### src/rtl/ex_mem_stage_if.sv
// Execute-to-memory stage bundle: upstream handshake, downstream handshake and status flags.
// Ports: flush, in_* (ALU result, flags, store data, dest, control), out_* (head entry), status_nzcv.
// master = surrounding pipeline (drives in_*, out_ready, flush); slave = the stage itself.
interface ex_mem_stage_if #(
  parameter int DATA_W = 32,
  parameter int REG_W  = 5
);
  logic              flush;
  logic              in_valid;
  logic              in_ready;
  logic [DATA_W-1:0] in_result;
  logic              in_zero;
  logic              in_overflow;
  logic              in_carryout;
  logic              in_negative;
  logic [DATA_W-1:0] in_store_data;
  logic [REG_W-1:0]  in_rd;
  logic              in_reg_write;
  logic              in_mem_read;
  logic              in_mem_write;
  logic              in_set_flags;
  logic              in_trap_ovf;
  logic              out_valid;
  logic              out_ready;
  logic [DATA_W-1:0] out_result;
  logic [DATA_W-1:0] out_store_data;
  logic [REG_W-1:0]  out_rd;
  logic              out_reg_write;
  logic              out_mem_read;
  logic              out_mem_write;
  logic              out_exc;
  logic [3:0]        status_nzcv;

  modport master (
    output flush, in_valid, in_result, in_zero, in_overflow, in_carryout, in_negative,
           in_store_data, in_rd, in_reg_write, in_mem_read, in_mem_write, in_set_flags,
           in_trap_ovf, out_ready,
    input  in_ready, out_valid, out_result, out_store_data, out_rd, out_reg_write,
           out_mem_read, out_mem_write, out_exc, status_nzcv
  );

  modport slave (
    input  flush, in_valid, in_result, in_zero, in_overflow, in_carryout, in_negative,
           in_store_data, in_rd, in_reg_write, in_mem_read, in_mem_write, in_set_flags,
           in_trap_ovf, out_ready,
    output in_ready, out_valid, out_result, out_store_data, out_rd, out_reg_write,
           out_mem_read, out_mem_write, out_exc, status_nzcv
  );
endinterface

### src/rtl/ex_mem_stage.sv
// EX/MEM pipeline register with 2-entry skid buffer, NZCV status register and overflow trap.
// Latency 1 cycle (push in t -> out_valid in t+1); full throughput with out_ready=1.
// Backpressure: skid absorbs one entry after out_ready drops; in_ready is registered.
// Ports: clk, rst_n (async active-low), bus (ex_mem_stage_if.slave: flush, in_*, out_*, status_nzcv).
module ex_mem_stage #(
  parameter int DATA_W = 32,
  parameter int REG_W  = 5
) (
  input  logic               clk,
  input  logic               rst_n,
  ex_mem_stage_if.slave      bus
);

  typedef struct packed {
    logic [DATA_W-1:0] result;
    logic [DATA_W-1:0] store_data;
    logic [REG_W-1:0]  rd;
    logic              reg_write;
    logic              mem_read;
    logic              mem_write;
    logic              exc;
  } entry_t;

  typedef enum logic [1:0] {ST_EMPTY, ST_ONE, ST_FULL} state_e;

  state_e     state_q, state_d;
  entry_t     head_q, skid_q, in_ent;
  logic       in_ready_q;
  logic [3:0] status_q;
  logic       push, pop, trap;
  logic       head_ld_new, skid_ld, skid_to_head;

  assign push = bus.in_valid & in_ready_q;
  assign pop  = (state_q != ST_EMPTY) & bus.out_ready;
  assign trap = bus.in_trap_ovf & bus.in_overflow;

  // Trapped entries are neutralised at capture so nothing downstream can commit them;
  // result is kept so the trap handler can see what the ALU produced.
  always_comb begin
    in_ent            = '0;
    in_ent.result     = bus.in_result;
    in_ent.store_data = bus.in_store_data;
    in_ent.rd         = bus.in_rd;
    in_ent.reg_write  = bus.in_reg_write & ~trap;
    in_ent.mem_read   = bus.in_mem_read & ~trap;
    in_ent.mem_write  = bus.in_mem_write & ~trap;
    in_ent.exc        = trap;
  end

  // State register
  always_ff @(posedge clk or negedge rst_n) begin
    if (!rst_n) begin
      state_q    <= ST_EMPTY;
      in_ready_q <= 1'b1;
    end else begin
      state_q    <= state_d;
      in_ready_q <= (state_d != ST_FULL);
    end
  end

  // Next-state logic; flush wins over any push/pop in the same cycle
  always_comb begin
    state_d = state_q;
    if (bus.flush) begin
      state_d = ST_EMPTY;
    end else begin
      case (state_q)
        ST_EMPTY: if (push) state_d = ST_ONE;
        ST_ONE: begin
          if (push && !pop)      state_d = ST_FULL;
          else if (!push && pop) state_d = ST_EMPTY;
        end
        ST_FULL:  if (pop) state_d = ST_ONE;
        default:  state_d = ST_EMPTY;
      endcase
    end
  end

  // Output / datapath-control logic
  always_comb begin
    head_ld_new  = 1'b0;
    skid_ld      = 1'b0;
    skid_to_head = 1'b0;
    if (!bus.flush) begin
      case (state_q)
        ST_EMPTY: head_ld_new = push;
        ST_ONE: begin
          head_ld_new = push & pop;
          skid_ld     = push & ~pop;
        end
        ST_FULL:  skid_to_head = pop;
        default: ;
      endcase
    end
  end

  // Entry storage: head only changes on a load, so outputs hold while empty
  always_ff @(posedge clk or negedge rst_n) begin
    if (!rst_n) begin
      head_q <= '0;
      skid_q <= '0;
    end else begin
      if (head_ld_new)       head_q <= in_ent;
      else if (skid_to_head) head_q <= skid_q;
      if (skid_ld)           skid_q <= in_ent;
    end
  end

  // Architectural flags update at push time; trapped and flushed pushes leave them alone
  always_ff @(posedge clk or negedge rst_n) begin
    if (!rst_n) begin
      status_q <= 4'b0000;
    end else if (push && !bus.flush && bus.in_set_flags && !trap) begin
      status_q <= {bus.in_negative, bus.in_zero, bus.in_carryout, bus.in_overflow};
    end
  end

  assign bus.in_ready       = in_ready_q;
  assign bus.out_valid      = (state_q != ST_EMPTY);
  assign bus.out_result     = head_q.result;
  assign bus.out_store_data = head_q.store_data;
  assign bus.out_rd         = head_q.rd;
  assign bus.out_reg_write  = head_q.reg_write;
  assign bus.out_mem_read   = head_q.mem_read;
  assign bus.out_mem_write  = head_q.mem_write;
  assign bus.out_exc        = head_q.exc;
  assign bus.status_nzcv    = status_q;

endmodule

### src/flat_wrapper.sv
// flat-port wrapper written by rule: the top's interface ports become plain ports
module ex_mem_stage_flat 
#(
  parameter int DATA_W = 32,
  parameter int REG_W  = 5
)
  (clk, rst_n, bus_flush, bus_in_valid, bus_in_result, bus_in_zero, bus_in_overflow, bus_in_carryout, bus_in_negative, bus_in_store_data, bus_in_rd, bus_in_reg_write, bus_in_mem_read, bus_in_mem_write, bus_in_set_flags, bus_in_trap_ovf, bus_out_ready, bus_in_ready, bus_out_valid, bus_out_result, bus_out_store_data, bus_out_rd, bus_out_reg_write, bus_out_mem_read, bus_out_mem_write, bus_out_exc, bus_status_nzcv);
  ex_mem_stage_if #(.DATA_W(DATA_W), .REG_W(REG_W)) bus_i ();
  input  logic clk;
  input  logic rst_n;
  input wire logic [$bits(bus_i.flush)-1:0] bus_flush;
  input wire logic [$bits(bus_i.in_valid)-1:0] bus_in_valid;
  input wire logic [$bits(bus_i.in_result)-1:0] bus_in_result;
  input wire logic [$bits(bus_i.in_zero)-1:0] bus_in_zero;
  input wire logic [$bits(bus_i.in_overflow)-1:0] bus_in_overflow;
  input wire logic [$bits(bus_i.in_carryout)-1:0] bus_in_carryout;
  input wire logic [$bits(bus_i.in_negative)-1:0] bus_in_negative;
  input wire logic [$bits(bus_i.in_store_data)-1:0] bus_in_store_data;
  input wire logic [$bits(bus_i.in_rd)-1:0] bus_in_rd;
  input wire logic [$bits(bus_i.in_reg_write)-1:0] bus_in_reg_write;
  input wire logic [$bits(bus_i.in_mem_read)-1:0] bus_in_mem_read;
  input wire logic [$bits(bus_i.in_mem_write)-1:0] bus_in_mem_write;
  input wire logic [$bits(bus_i.in_set_flags)-1:0] bus_in_set_flags;
  input wire logic [$bits(bus_i.in_trap_ovf)-1:0] bus_in_trap_ovf;
  input wire logic [$bits(bus_i.out_ready)-1:0] bus_out_ready;
  output wire logic [$bits(bus_i.in_ready)-1:0] bus_in_ready;
  output wire logic [$bits(bus_i.out_valid)-1:0] bus_out_valid;
  output wire logic [$bits(bus_i.out_result)-1:0] bus_out_result;
  output wire logic [$bits(bus_i.out_store_data)-1:0] bus_out_store_data;
  output wire logic [$bits(bus_i.out_rd)-1:0] bus_out_rd;
  output wire logic [$bits(bus_i.out_reg_write)-1:0] bus_out_reg_write;
  output wire logic [$bits(bus_i.out_mem_read)-1:0] bus_out_mem_read;
  output wire logic [$bits(bus_i.out_mem_write)-1:0] bus_out_mem_write;
  output wire logic [$bits(bus_i.out_exc)-1:0] bus_out_exc;
  output wire logic [$bits(bus_i.status_nzcv)-1:0] bus_status_nzcv;
  assign bus_i.flush = bus_flush;
  assign bus_i.in_valid = bus_in_valid;
  assign bus_i.in_result = bus_in_result;
  assign bus_i.in_zero = bus_in_zero;
  assign bus_i.in_overflow = bus_in_overflow;
  assign bus_i.in_carryout = bus_in_carryout;
  assign bus_i.in_negative = bus_in_negative;
  assign bus_i.in_store_data = bus_in_store_data;
  assign bus_i.in_rd = bus_in_rd;
  assign bus_i.in_reg_write = bus_in_reg_write;
  assign bus_i.in_mem_read = bus_in_mem_read;
  assign bus_i.in_mem_write = bus_in_mem_write;
  assign bus_i.in_set_flags = bus_in_set_flags;
  assign bus_i.in_trap_ovf = bus_in_trap_ovf;
  assign bus_i.out_ready = bus_out_ready;
  assign bus_in_ready = bus_i.in_ready;
  assign bus_out_valid = bus_i.out_valid;
  assign bus_out_result = bus_i.out_result;
  assign bus_out_store_data = bus_i.out_store_data;
  assign bus_out_rd = bus_i.out_rd;
  assign bus_out_reg_write = bus_i.out_reg_write;
  assign bus_out_mem_read = bus_i.out_mem_read;
  assign bus_out_mem_write = bus_i.out_mem_write;
  assign bus_out_exc = bus_i.out_exc;
  assign bus_status_nzcv = bus_i.status_nzcv;
  ex_mem_stage #(.DATA_W(DATA_W), .REG_W(REG_W)) u_core (.clk(clk), .rst_n(rst_n), .bus(bus_i));
endmodule
### config.mk
export PLATFORM = sky130hd
export DESIGN_NAME = ex_mem_stage_flat
export DESIGN_NICKNAME = d
export VERILOG_FILES = /design/src/rtl/ex_mem_stage_if.sv /design/src/rtl/ex_mem_stage.sv /design/src/flat_wrapper.sv
export SDC_FILE = /design/constraint.sdc
export NUM_CORES = 1
export LEC_CHECK = 0
export ABC_AREA = 1
export BUFFER_PORTS_ARGS = -buffer_cell sky130_fd_sc_hd__buf_4
export CORE_ASPECT_RATIO = 1.75
export CORE_MARGIN = 2
export CORE_UTILIZATION = 55
export DETAILED_ROUTE_END_ITERATION = 10
export HOLD_SLACK_MARGIN = 0.03
export PLACE_DENSITY_LB_ADDON = 0.12
export SYNTH_ARGS = -nofsm -noshare
export SYNTH_HDL_FRONTEND = slang
export SYNTH_SLANG_ARGS = --single-unit
### constraint.sdc
create_clock -name clk -period 3.27 [get_ports clk]
set_input_delay 0.327 -clock clk [delete_from_list [all_inputs] [get_ports clk]]
set_output_delay 0.327 -clock clk [all_outputs]
set_load 0.01 [all_outputs]
==> flow_summary.toml <==
[yosys]
synth_seq_area_share_pct = 54.52
synth_largest_area_cell = "dfrtp_1"
yosys_most_used_dff = "dfrtp_1"
yosysWarnings = 0
synth_cell_types = 22
syn_avg_cell_area_um2 = 7.875
synth_cells = 892
synth_edf_count = 0
synth_seq_cells = 153
synthArstFlopShare_pct = 100.0
mappedNetlistArea_um2 = 7024
synth_top_area_share_pct = 54.15
synthTopCellsByArea = "dfrtp_1, nand2_1, inv_1"
syn_nets = 975

[critical_path]
critPathMaxFanout = 70
reg2regPathDepth = 7
worst_ep_required_time_ns = 3.58
slowest_stage = "inv_4"
critPathBufInv = 1
arrival_ns = 2.51
worstReg2RegEnd = "u_core.bus.out_rd[4]"
max_stage_delay_ns = 0.65
start_kind = "register"
crit_top_cell = "nand2_1"
crit_chain = "nand2_1 -> nor2_4 -> nand3_4 -> inv_4 -> nand2_1 -> nand2_1 -> nand2_1"
cpLargestDelayFamily = "simple AND/OR/NAND/NOR gates"
regToRegSetupSlack_ns = 1.06
end_kind = "register"
rr_startpoint = "u_core.bus.in_ready"
crit_type = "register to register"

[status]
run_status = "finished clean"

[clocking]
h-tree-depth = 4
post_cts_buffers = 0
cts_sinks = 153
numCtsBuffers = 17
cts_hold_buffers = 1
cts.clk_slew.worst_paths_ns = 0.06
cts_root_buffer = "clkbuf_16"
cts_tree = "yes"
insertion_delay_ns = 0.41
ctsResizeCount = 0
ctsLongestPathBuffers = 2

[drt]
routedWlPerCell_um = 13.07
vias = 5789
drt-initial-drc-count = 412
drc_errors = 0
ant_nets = 0
wirelength_um = 15890
routed_via_density = 4.761
drt_pass1_iterations = 5

[sta]
setup_slack_ns = 1.061
maxSlewViolCount = 0
fin_skew_ns = 0.006947
rsz0062_at_grt = "no"
max_freq_mhz = 452.8
fin_crit_ns = 2.209
tightestPinTransition_ns = 0.7445
final.setup.tns_ns = 0
fin_crit_sh_pct = 67.54
finalSetupViolCount = 0
hold_viol = 0
slew_headroom_pct = 50.36

[placed_design]
preCtsSetupSlack_ns = 1.071
gp_congestion = 0.7808
hpwl_um = 10160
port_buffers = 161

[finish]
nNetsFinal = 1118
syn_to_final_growth_pct = 25.22
layout-drive-gt1-share_pct = 19.85
num-fill-cells = 1057
finish.utilization_pct = 70.37
antenna_cells = 0

[floorplan]
die_x_um = 89.43
dieArea_um2 = 13730
placementRows = 54
io_pins = 162
start_util_pct = 56.20
core_um2 = 12500
die_h_um = 153.5

[job]
drv_cap = 0

[global_route]
grt-ovfl-total = 0
grt.met2_usage_pct = 41.06
grt_antenna_before_repair = 0
met3_usage_pct = 5.743
grt_pass1_vias = 5626
use_met1_pct = 29.86
top_usage_layer = "met2"
grt_max_degree = 74
grtUsageTotal_pct = 24.18
grt_pass1_wl_um = 26080

[hold_path]
hold_path_startpoint = "bus_in_negative"
holdCritPathClass = "input pin to register"
worstHoldEndpoint = "u_core.bus.status_nzcv[3]"
holdPathStages = 3

[pwr]
p_total_w = 0.005621
ir_worst_vdd_uv = 382.8
p_per_area_nw_per_um2 = 639.0
p_leak_nw = 4.825
## how the worst max path moves through the flow
stage / startpoint / end / slack [ns] / cells after the start
after floorplan: u_core.bus.in_ready / u_core.bus.out_exc / 1.82 / 8
after global placement: u_core.bus.in_ready / u_core.bus.out_result[7] / 1.16 / 7
after detailed placement: u_core.bus.in_ready / u_core.bus.out_rd[4] / 1.07 / 7
after CTS: u_core.bus.in_ready / u_core.bus.out_result[9] / 1.04 / 7
after global routing: u_core.bus.in_ready / u_core.bus.out_store_data[1] / 0.89 / 7
final: u_core.bus.in_ready / u_core.bus.out_rd[4] / 1.06 / 7
## cell type report
class	instances	area (µm²)	share of cell area [%]
tap	168	210.2	2.390
inverter	154	585.6	6.657
clock inverter	12	147.6	1.679
timing repair buffer	168	1280	14.55
clock buffer	20	446.7	5.078
sequential	153	3830	43.54
multi-input combinational	541	2296	26.10
## power breakdown
group | internal [W] | total (W) | switching [W]
combinational | 0.000519 | 0.00110 | 0.000585
sequential | 0.00230 | 0.00254 | 0.000235
clock | 0.00122 | 0.00198 | 0.000761
total | 0.00404 | 0.00562 | 0.00158
## cells in the final DEF, fill, tap and decap left out, drive strengths merged
master       Yosys  final
clkinv           0      6
buf             25    167
nor2             3      3
inv            154    155
nand2          379    379
clkinvlp         0      2
nand4            5      5
bufinv           0      3
dlygate4sd3      0      1
clkbuf          19     20
dfstp            1      1
nand3            7      7
o21ai          147    147
dfrtp          152    152
## kinds of logic after synthesis
group / count (synthesis) / share of synthesized area, %
compound gates: 147 / 10.47
buf+inv: 198 / 12.90
flops: 153 / 54.52
simple gates: 394 / 22.11
## worst min-delay path, stage by stage
cell     delay (ns)
buf_4          0.11
inv_1          0.04
o21ai_0        0.07
## synthesized netlist by cell type, types with 4 or more instances
master    instances
buf_2             4
buf_4             7
buf_6            14
clkbuf_1          4
clkbuf_2         15
dfrtp_1         152
inv_1           151
nand2_1         377
nand3_1           6
nand4_1           4
o21ai_0          96
o21ai_1          51
## stage by stage
stage	instance area, µm²	std cells	hold slack, ns
6_report	8796	1216	0.1670
5_1_grt	8796	1216	0.1583
4_1_cts	8796	1216	0.1612
3_5_place_dp	8192	1183	0.3698
3_3_place_gp	8192	1183	0.3728
2_1_floorplan	7024	892	0.03141
## layer usage
metal	part of all wire, %	wire [µm]	up-vias
li1	-	-	2968
met1	42	6599	2650
met2	52	8289	146
met3	4.4	695	25
met4	1.9	309	0
met5	0	0	-
## sequential cells by signal (all words and copies together) (netlist names)
| name | count |
|---|---|
| u_core.bus.out_store_data | 32 |
| u_core.bus.out_reg_write | 1 |
| u_core.state_q | 2 |
| u_core.bus.in_ready | 1 |
| u_core.skid_q | 73 |
| u_core.bus.status_nzcv | 4 |
| u_core.bus.out_rd | 5 |
| u_core.bus.out_mem_read | 1 |
| u_core.bus.out_exc | 1 |
| u_core.bus.out_result | 32 |
| u_core.bus.out_mem_write | 1 |
(Power assumes the default switching activity.)
